### config.mk
export PLATFORM = sky130hd
export DESIGN_NAME = joy_scan_ctrl
export DESIGN_NICKNAME = d
export VERILOG_FILES = /design/src/rtl/joy_pkg.sv /design/src/rtl/joy_tick_gen.sv /design/src/rtl/joy_scan_ctrl.sv
export SDC_FILE = /design/constraint.sdc
export NUM_CORES = 1
export LEC_CHECK = 0
export ABC_AREA = 0
export CAP_MARGIN = 20
export CORE_MARGIN = 2
export CORE_UTILIZATION = 60
export CTS_CLUSTER_DIAMETER = 200
export CTS_CLUSTER_SIZE = 8
export DETAILED_ROUTE_END_ITERATION = 8
export DONT_BUFFER_PORTS = 1
export PLACE_DENSITY = 0.76
export SYNTH_ARGS = -nofsm -noshare
export SYNTH_HDL_FRONTEND = slang
export SYNTH_SLANG_ARGS = --single-unit
### constraint.sdc
create_clock -name clk_24 -period 8.5 [get_ports clk_24]
set_input_delay 2.55 -clock clk_24 [delete_from_list [all_inputs] [get_ports clk_24]]
set_output_delay 2.55 -clock clk_24 [all_outputs]
set_load 0.02 [all_outputs]
### src/rtl/joy_pkg.sv
// Shared types and constants for the joystick shift-register scanner.
package joy_pkg;

    localparam int unsigned JOY_W      = 12;
    localparam int unsigned FRAME_BITS = 24;

    typedef enum logic [2:0] {
        IDLE,
        LOAD,
        SETTLE,
        SHIFT,
        GAP,
        COMMIT
    } joy_state_e;

    // Serial bit k lands at this index of {joystick2, joystick1}: j1 bit b -> b, j2 bit b -> 12+b.
    localparam logic [4:0] JOY_BIT_MAP [FRAME_BITS] = '{
        5'd8,  5'd6,  5'd5,  5'd4,  5'd3,  5'd2,  5'd1,  5'd0,
        5'd20, 5'd18, 5'd17, 5'd16, 5'd15, 5'd14, 5'd13, 5'd12,
        5'd22, 5'd23, 5'd21, 5'd19,
        5'd10, 5'd11, 5'd9,  5'd7
    };

endpackage

### src/rtl/joy_tick_gen.sv
// Prescaler and shift-clock generator with rise/fall strobes aligned to the toggling tick.
module joy_tick_gen #(
    parameter int unsigned DIV_HALF = 16
) (
    input  logic clk_24,
    input  logic reset,
    input  logic run_i,
    input  logic clear_i,
    output logic tick_o,
    output logic rise_o,
    output logic fall_o,
    output logic joy_clk_o
);

    localparam logic [7:0] TopCnt = 8'(DIV_HALF - 1);

    logic [7:0] cnt_q, cnt_d;
    logic       clk_q, clk_d;

    always_comb begin
        tick_o = (cnt_q == TopCnt);
        cnt_d  = (tick_o || clear_i) ? 8'd0 : cnt_q + 8'd1;
        rise_o = tick_o && run_i && !clk_q;
        fall_o = tick_o && run_i && clk_q;
        if (!run_i) begin
            clk_d = 1'b0;
        end else if (tick_o) begin
            clk_d = ~clk_q;
        end else begin
            clk_d = clk_q;
        end
    end

    always_ff @(posedge clk_24 or posedge reset) begin
        if (reset) begin
            cnt_q <= 8'd0;
            clk_q <= 1'b0;
        end else begin
            cnt_q <= cnt_d;
            clk_q <= clk_d;
        end
    end

    assign joy_clk_o = clk_q;

endmodule

### src/rtl/joy_scan_ctrl.sv
// Joystick frame sequencer: loads, shifts in 24 bits, filters repeated frames and
// publishes two active-low 12-bit words only at commit time.
module joy_scan_ctrl
    import joy_pkg::*;
#(
    parameter int unsigned DIV_HALF     = 16,
    parameter int unsigned MATCH_FRAMES = 2
) (
    input  logic             clk_24,
    input  logic             reset,
    input  logic             enable_i,
    input  logic             joy_data_i,
    output logic             joy_clk_o,
    output logic             joy_load_o,
    output logic [JOY_W-1:0] joystick1_o,
    output logic [JOY_W-1:0] joystick2_o,
    output logic             frame_done_o,
    output logic             update_o
);

    localparam logic [1:0] MatchThr = 2'(MATCH_FRAMES);
    localparam logic [4:0] LastBit  = 5'(FRAME_BITS - 1);

    joy_state_e              state_q;
    logic                    load_q, done_q, upd_q;
    logic [4:0]              bit_q;
    logic [FRAME_BITS-1:0]   cap_q, prev_q;
    logic [1:0]              match_q, match_d;
    logic [2*JOY_W-1:0]      joy_q, cap_word;
    logic [1:0]              sync_q;
    logic                    tick, rise, fall, run, clear;

    assign run   = state_q inside {LOAD, SETTLE, SHIFT, GAP};
    assign clear = (state_q == COMMIT);

    joy_tick_gen #(
        .DIV_HALF (DIV_HALF)
    ) u_tick_gen (
        .clk_24    (clk_24),
        .reset     (reset),
        .run_i     (run),
        .clear_i   (clear),
        .tick_o    (tick),
        .rise_o    (rise),
        .fall_o    (fall),
        .joy_clk_o (joy_clk_o)
    );

    always_ff @(posedge clk_24 or posedge reset) begin
        if (reset) begin
            sync_q <= 2'b11;
        end else begin
            sync_q <= {sync_q[0], joy_data_i};
        end
    end

    always_comb begin
        cap_word = '1;
        for (int k = 0; k < FRAME_BITS; k++) begin
            cap_word[JOY_BIT_MAP[k]] = cap_q[k];
        end
    end

    always_comb begin
        if (cap_q == prev_q) begin
            match_d = (match_q == 2'd3) ? 2'd3 : match_q + 2'd1;
        end else begin
            match_d = 2'd1;
        end
    end

    always_ff @(posedge clk_24 or posedge reset) begin
        if (reset) begin
            state_q <= IDLE;
            load_q  <= 1'b1;
            done_q  <= 1'b0;
            upd_q   <= 1'b0;
            bit_q   <= 5'd0;
            cap_q   <= '1;
            prev_q  <= '1;
            match_q <= 2'd0;
            joy_q   <= '1;
        end else begin
            done_q <= 1'b0;
            upd_q  <= 1'b0;
            unique case (state_q)
                IDLE: begin
                    if (tick && enable_i) begin
                        state_q <= LOAD;
                        load_q  <= 1'b0;
                    end
                end
                LOAD: begin
                    if (fall) begin
                        state_q <= SETTLE;
                        load_q  <= 1'b1;
                    end
                end
                SETTLE: begin
                    if (fall) begin
                        state_q <= SHIFT;
                        bit_q   <= 5'd0;
                    end
                end
                SHIFT: begin
                    if (rise) begin
                        cap_q[bit_q] <= sync_q[1];
                    end
                    if (fall) begin
                        if (bit_q == LastBit) begin
                            state_q <= GAP;
                        end else begin
                            bit_q <= bit_q + 5'd1;
                        end
                    end
                end
                GAP: begin
                    if (fall) begin
                        state_q <= COMMIT;
                        done_q  <= 1'b1;
                    end
                end
                COMMIT: begin
                    match_q <= match_d;
                    prev_q  <= cap_q;
                    if (match_d >= MatchThr && cap_word != joy_q) begin
                        joy_q <= cap_word;
                        upd_q <= 1'b1;
                    end
                    if (enable_i) begin
                        state_q <= LOAD;
                        load_q  <= 1'b0;
                    end else begin
                        state_q <= IDLE;
                    end
                end
                default: state_q <= IDLE;
            endcase
        end
    end

    assign joy_load_o   = load_q;
    assign frame_done_o = done_q;
    assign update_o     = upd_q;
    assign joystick1_o  = joy_q[JOY_W-1:0];
    assign joystick2_o  = joy_q[2*JOY_W-1:JOY_W];

endmodule

==> results.tsv, run 1 <==
metric	value	unit
skew	0.00967	ns
ys_types	47	
fp-row-count	32	
avgSynthCellArea	11.2	µm²
die-area	8660	µm²
vias	2975	
reg2reg_from	state_q[1]$_DFFE_PP0P_	
vdd.ir_drop.worst	111	µV
drt-wirelength-per-cell	17.1	µm
coreArea	7690	µm²
status	finished, final reports clean	
postCtsSetupBuffers	0	
synth_top_family_by_area	simple AND/OR/NAND/NOR gates	
worstMarginPinSlew	0.857	ns
setup_tns	0	ns
crit_start	joy_q[9]$_DFFE_PP1P_	
grt_pass1_wl	15100	µm
clock_sinks	96	
wl	9100	µm
drc	0	
drv_slew	0	
power_leakage	0.00220	µW
fin_util	0.652	
rsz0062_at_grt	no	
grt_remaining_overflow	0	
synth_mux_area_frac	0.132	
cp_max_fo	3	
numCtsBuffers	9	
drt-met1-wl	4120	µm
arrival	0.97	ns
ys.flop_type	dfstp_2	
htree_levels	3	
clk_pin_slew	0.09	ns
drt_iter0_drc	146	
synth_top_area_frac	0.414	
grt_use_total	0.224	
seq_area_frac_synth	0.524	
fmax	284	MHz
cts-resized-gates	0	
critPathLaunchType	flip-flop	
synth_compound_area_frac	0.0331	
io_buffer_count	0	
die_x	93.1	µm
synthSimpleGateAreaFrac	0.178	
wl_met3	253	µm
synth_cells	426	
dp_hpwl	6270	µm
setup_viol	0	
synth_area_leaders	dfstp_2 (41%), dfrtp_1 (11%), nand2_1 (7.3%)	
yosysTopAreaCell	dfstp_2	
routed.top_layer	met4	
antenna_left	0	
fin_crit_sh	0.415	
finalWeightedCongestion	0.809	
antenna_found_initial	0	
viasPerCell	5.58	
holdWs	0.360	ns
p_per_area	149	nW/µm²
async_flop_share	1.00	
wl_met2	4580	µm
required	5.95	ns
relSlewSlack	0.428	
grt_max_degree	56	
crit_type	reg -> out	
cts_tree	done	
first_pass_iters	4	
n_antenna_cell	0	
yosys_warnings	0	
hp-start	sync_q[0]$_DFF_PP1_	
insertion_delay	0.35	ns
cts_root_buffer	clkbuf_8	
start_util	0.619	
synth-edff-count	0	
grt_pass1_vias	3010	
clk_path_buf_depth	2	
maxCapViolCount	0	
min_path_type	reg -> reg	
finalNetCount	435	
finalHoldViolCount	0	
pin_count	32	
drive_gt1_frac	0.360	
min_period	3.52	ns
ys_seq_elements	96	
synthXorXnorAreaFrac	0.0994	
synth_fa_ha_area_frac	0.0131	
synthesis.nets	435	
endpoint_kind	output pin	
die_y	93.1	µm
cts-hold-fix-buffers	0	
synth_area	4760	µm²
nFillCells	597	
syn2layout_area_growth	5.36	%
[layout make-up]
| type | count | area [µm²] | share of cell area |
|---|---|---|---|
| Clock buffer | 15 | 166 | 0.0332 |
| Timing Repair Buffer | 3 | 22.5 | 0.00449 |
| Multi-Input combinational cell | 310 | 2170 | 0.433 |
| Clock inverter | 1 | 5.00 | 0.000998 |
| Inverter | 6 | 23.8 | 0.00474 |
| Tap cell | 102 | 128 | 0.0254 |
| Sequential cell | 96 | 2500 | 0.498 |
[layer usage]
layer  track usage  up-vias
met1         0.294     1499
met4        0.0882        0
met5             0        -
met2         0.371       42
met3        0.0427       11
li1              -     1423
[logic make-up (layout without fill, tap and decap cells)]
family / Yosys count / after routing
AND/OR/NAND/NOR: 180 / 180
flip-flops: 96 / 96
XOR/XNOR: 54 / 54
multiplexers: 49 / 49
AO/OA/AOI/OAI: 22 / 22
buffers and inverters: 20 / 25
adder cells (fa/ha/maj): 5 / 5
[path summary, 6_finish.rpt]
path	depth (start not counted)	endpoint	slack, ns
max	0	joystick1_o[9]	4.98
min	0	sync_q[1]$_DFF_PP1_	0.36
max reg2reg	6	joy_q[20]$_DFFE_PP1P_	5.03
min reg2reg	0	sync_q[1]$_DFF_PP1_	0.36
max in group asynchronous	2	u_tick_gen.cnt_q[4]$_DFF_PP0_	5.25
min in group asynchronous	1	bit_q[3]$_DFFE_PP0P_	2.18
[Yosys cell counts, types with 3 or more instances]
cell type  number
nand2_1        92
dfstp_2        75
nor2_1         38
mux2_2         29
xor2_1         28
xnor2_1        26
dfrtp_1        21
mux2_4         20
clkbuf_1        9
nand4_1         8
o21ai_0         7
a21oi_1         6
inv_1           6
ha_1            5
nand3_1         5
nor4_1          5
or2_2           4
nand3b_1        3
nor3_1          3
o31ai_1         3
[per-stage QoR]
step,worst slack [ns],cells,power [µW],cell area [µm²]
after detailed placement,4.79,517,486,4840
after global routing,4.81,533,773,5010
final,4.98,533,745,5010
after floorplan,3.57,426,482,4760
after global placement,4.81,517,486,4840
after CTS,4.96,533,750,5010
[flip-flops by register name, summed over array words and instances (netlist names)]
signal	count
frame_done_o	1
prev_q	24
u_tick_gen.cnt_q	8
cap_q	24
joy_q	24
update_o	1
u_tick_gen.joy_clk_o	1
state_q	3
match_q	2
bit_q	5
sync_q	2
joy_load_o	1
[where the power goes]
part / switching, µW / total (µW) / internal [µW]
clock: 144 / 267 / 123
sequential: 5.12 / 465 / 460
combinational: 9.91 / 12.8 / 2.89
total: 159 / 745 / 586
[cell usage in the layout (no fill, tap or decap), types with 4 or more instances in the layout]
master    synthesis  final
clkbuf_1          9      4
mux2_4           20     20
nand2_1          92     92
or2_2             4      4
a21oi_1           6      6
mux2_2           29     29
inv_1             6      5
dfstp_2          75     75
nor4_1            5      5
o21ai_0           7      7
dfrtp_1          21     21
xor2_1           28     28
clkbuf_8          0     11
nand3_1           5      5
nand4_1           8      8
ha_1              5      5
nor2_1           38     38
xnor2_1          26     26
Note: power is estimated with default switching activity, not from simulation.
==> run 2: changes to the inputs <==
Settings changed: CORE_UTILIZATION 60 to 57, PLACE_DENSITY 0.76 to 0.75.
Clock period 8.5 ns to 3.08 ns, I/O delays scaled along.
==> run 2 against run 1 <==
Compared with the run above:
- worst setup slack worse by 4.4 ns
- clock-buffer cell count is 5 lower
- largest power group unchanged
- worst hold slack better by 0.0065 ns
- critical path depth is 6 higher
- utilization is 3.1 points lower
- die area is 5.0% higher
- global-route usage is 0.66 points higher
==> results.tsv, run 2 (synthesized netlist as in run 1, its figures left out) <==
metric	value	unit	change
cts_tree	done		unchanged
setup_tns	0	ns	unchanged
die-area	9100	µm²	was 8660 µm²
power_leakage	0.00223	µW	was 0.00220 µW
fin_crit_sh	0.821		
drt-wirelength-per-cell	17.7	µm	was 17.1 µm
cts-hold-fix-buffers	0		unchanged
grt_pass1_vias	3095		was 3010
drive_gt1_frac	0.372		was 0.360
cp_max_fo	19		was 3
cts-resized-gates	0		unchanged
grt_max_degree	97		was 56
vias	3017		was 2975
grt_remaining_overflow	0		unchanged
io_buffer_count	0		unchanged
finalHoldViolCount	0		unchanged
syn2layout_area_growth	6.76	%	was 5.36%
crit_type	reg -> reg		was reg -> out
required	3.38	ns	was 5.95 ns
die_x	95.4	µm	was 93.1 µm
fp-row-count	33		was 32
htree_levels	3		unchanged
critPathLaunchType	flip-flop		unchanged
hp-start	sync_q[0]$_DFF_PP1_		unchanged
min_path_type	reg -> reg		unchanged
clk_pin_slew	0.10	ns	was 0.09 ns
first_pass_iters	4		unchanged
rr_endpoint	joy_q[20]$_DFFE_PP1P_		unchanged
finalWeightedCongestion	0.815		was 0.809
numCtsBuffers	9		unchanged
skew	0.0105	ns	was 0.00967 ns
r2r_cells	6		unchanged
dp_hpwl	6380	µm	was 6270 µm
postCtsSetupBuffers	0		unchanged
cts_root_buffer	clkbuf_8		unchanged
vdd.ir_drop.worst	237	µV	was 111 µV
reg2reg_from	cap_q[9]$_DFFE_PP1P_		was state_q[1]$_DFFE_PP0P_
multi_input_area	2170	µm²	unchanged
reg2reg_slack	0.55	ns	was 5.03 ns
drt_iter0_drc	162		was 146
viasPerCell	5.61		was 5.58
worstMarginPinSlew	0.606	ns	was 0.857 ns
final_cell_mix	nand2_1 (92), dfstp_2 (75), nor2_1 (38)		unchanged
stdcell_area	5080	µm²	was 5010 µm²
nFillCells	646		was 597
seq_area	2500	µm²	unchanged
drv_slew	0		unchanged
arrival	2.83	ns	was 0.97 ns
grt_use_total	0.231		was 0.224
pin_count	32		unchanged
insertion_delay	0.37	ns	was 0.35 ns
wl	9510	µm	was 9100 µm
antenna_found_initial	0		unchanged
status	finished, final reports clean		unchanged
antenna_left	0		unchanged
relSlewSlack	0.592		was 0.428
placed_area	4880	µm²	was 4840 µm²
cp-endpoint	joy_q[20]$_DFFE_PP1P_		was joystick1_o[9]
crit_start	cap_q[9]$_DFFE_PP1P_		was joy_q[9]$_DFFE_PP1P_
drc	0		unchanged
p_per_area	429	nW/µm²	was 149 nW/µm²
fmax	396	MHz	
die_y	95.4	µm	was 93.1 µm
rsz0062_at_grt	no		unchanged
reg_top3	cap_q (24), joy_q (24), prev_q (24)		unchanged
min_period	2.53	ns	
setup_viol	0		unchanged
start_util	0.582		was 0.619
maxCapViolCount	0		unchanged
clock_sinks	96		unchanged
finalNetCount	437		was 435
grt_pass1_wl	15800	µm	was 15100 µm
final_common_cell	nand2_1		unchanged
n_antenna_cell	0		unchanged
endpoint_kind	flip-flop		was output pin
clk_path_buf_depth	2		unchanged
coreArea	8180	µm²	was 7690 µm²
-- run 2: per-layer routing --
metal	GRT usage	up-vias	part of all wire
met3	0.0435	10	0.041
met5	0	-	0
met1	0.302	1523	0.44
met2	0.384	55	0.50
li1	-	1429	-
met4	0.0869	0	0.015
-- run 2: metrics by stage --
stage / worst slack (ns) / hold WS (ns) / total power (µW) / utilization / std cells
global placement: 0.599 / 0.348 / 1340 / 0.597 / 522
finish: 0.552 / 0.366 / 2180 / 0.622 / 538
CTS: 0.523 / 0.363 / 2200 / 0.622 / 538
floorplan: 0.893 / 0.345 / 1330 / - / 426
detailed placement: 0.543 / 0.353 / 1340 / 0.597 / 522
global route: 0.480 / 0.372 / 2250 / 0.622 / 538
-- run 2: critical path, cell delays in order (launching register included) --
cell and delay (ns):
dfstp_2 0.59, xor2_1 0.08, nor4_1 0.44, nand4_1 0.28, a2111oi_4 0.28, buf_4 0.41, mux2_2 0.39
-- run 2: worst min path at each step --
stage | end | slack [ns] | cells past startpoint
floorplan | sync_q[1]$_DFF_PP1_ | 0.35 | 0
global placement | sync_q[1]$_DFF_PP1_ | 0.35 | 0
detailed placement | sync_q[1]$_DFF_PP1_ | 0.35 | 0
CTS | sync_q[1]$_DFF_PP1_ | 0.36 | 0
global route | sync_q[1]$_DFF_PP1_ | 0.37 | 0
finish | sync_q[1]$_DFF_PP1_ | 0.37 | 0
-- run 2: final cells by class --
class,count,share of cell area
clock inverter,6,0.0131
clock buffer,10,0.0271
tap,105,0.0259
inverter,6,0.00517
sequential,96,0.491
multi-input combinational,310,0.428
timing repair buffer,5,0.00985
-- run 2: where the power goes --
| part | switching (µW) | total, µW | internal, µW |
|---|---|---|---|
| combinational | 28.2 | 38.3 | 10.1 |
| clock | 453 | 855 | 402 |
| sequential | 14.3 | 1280 | 1270 |
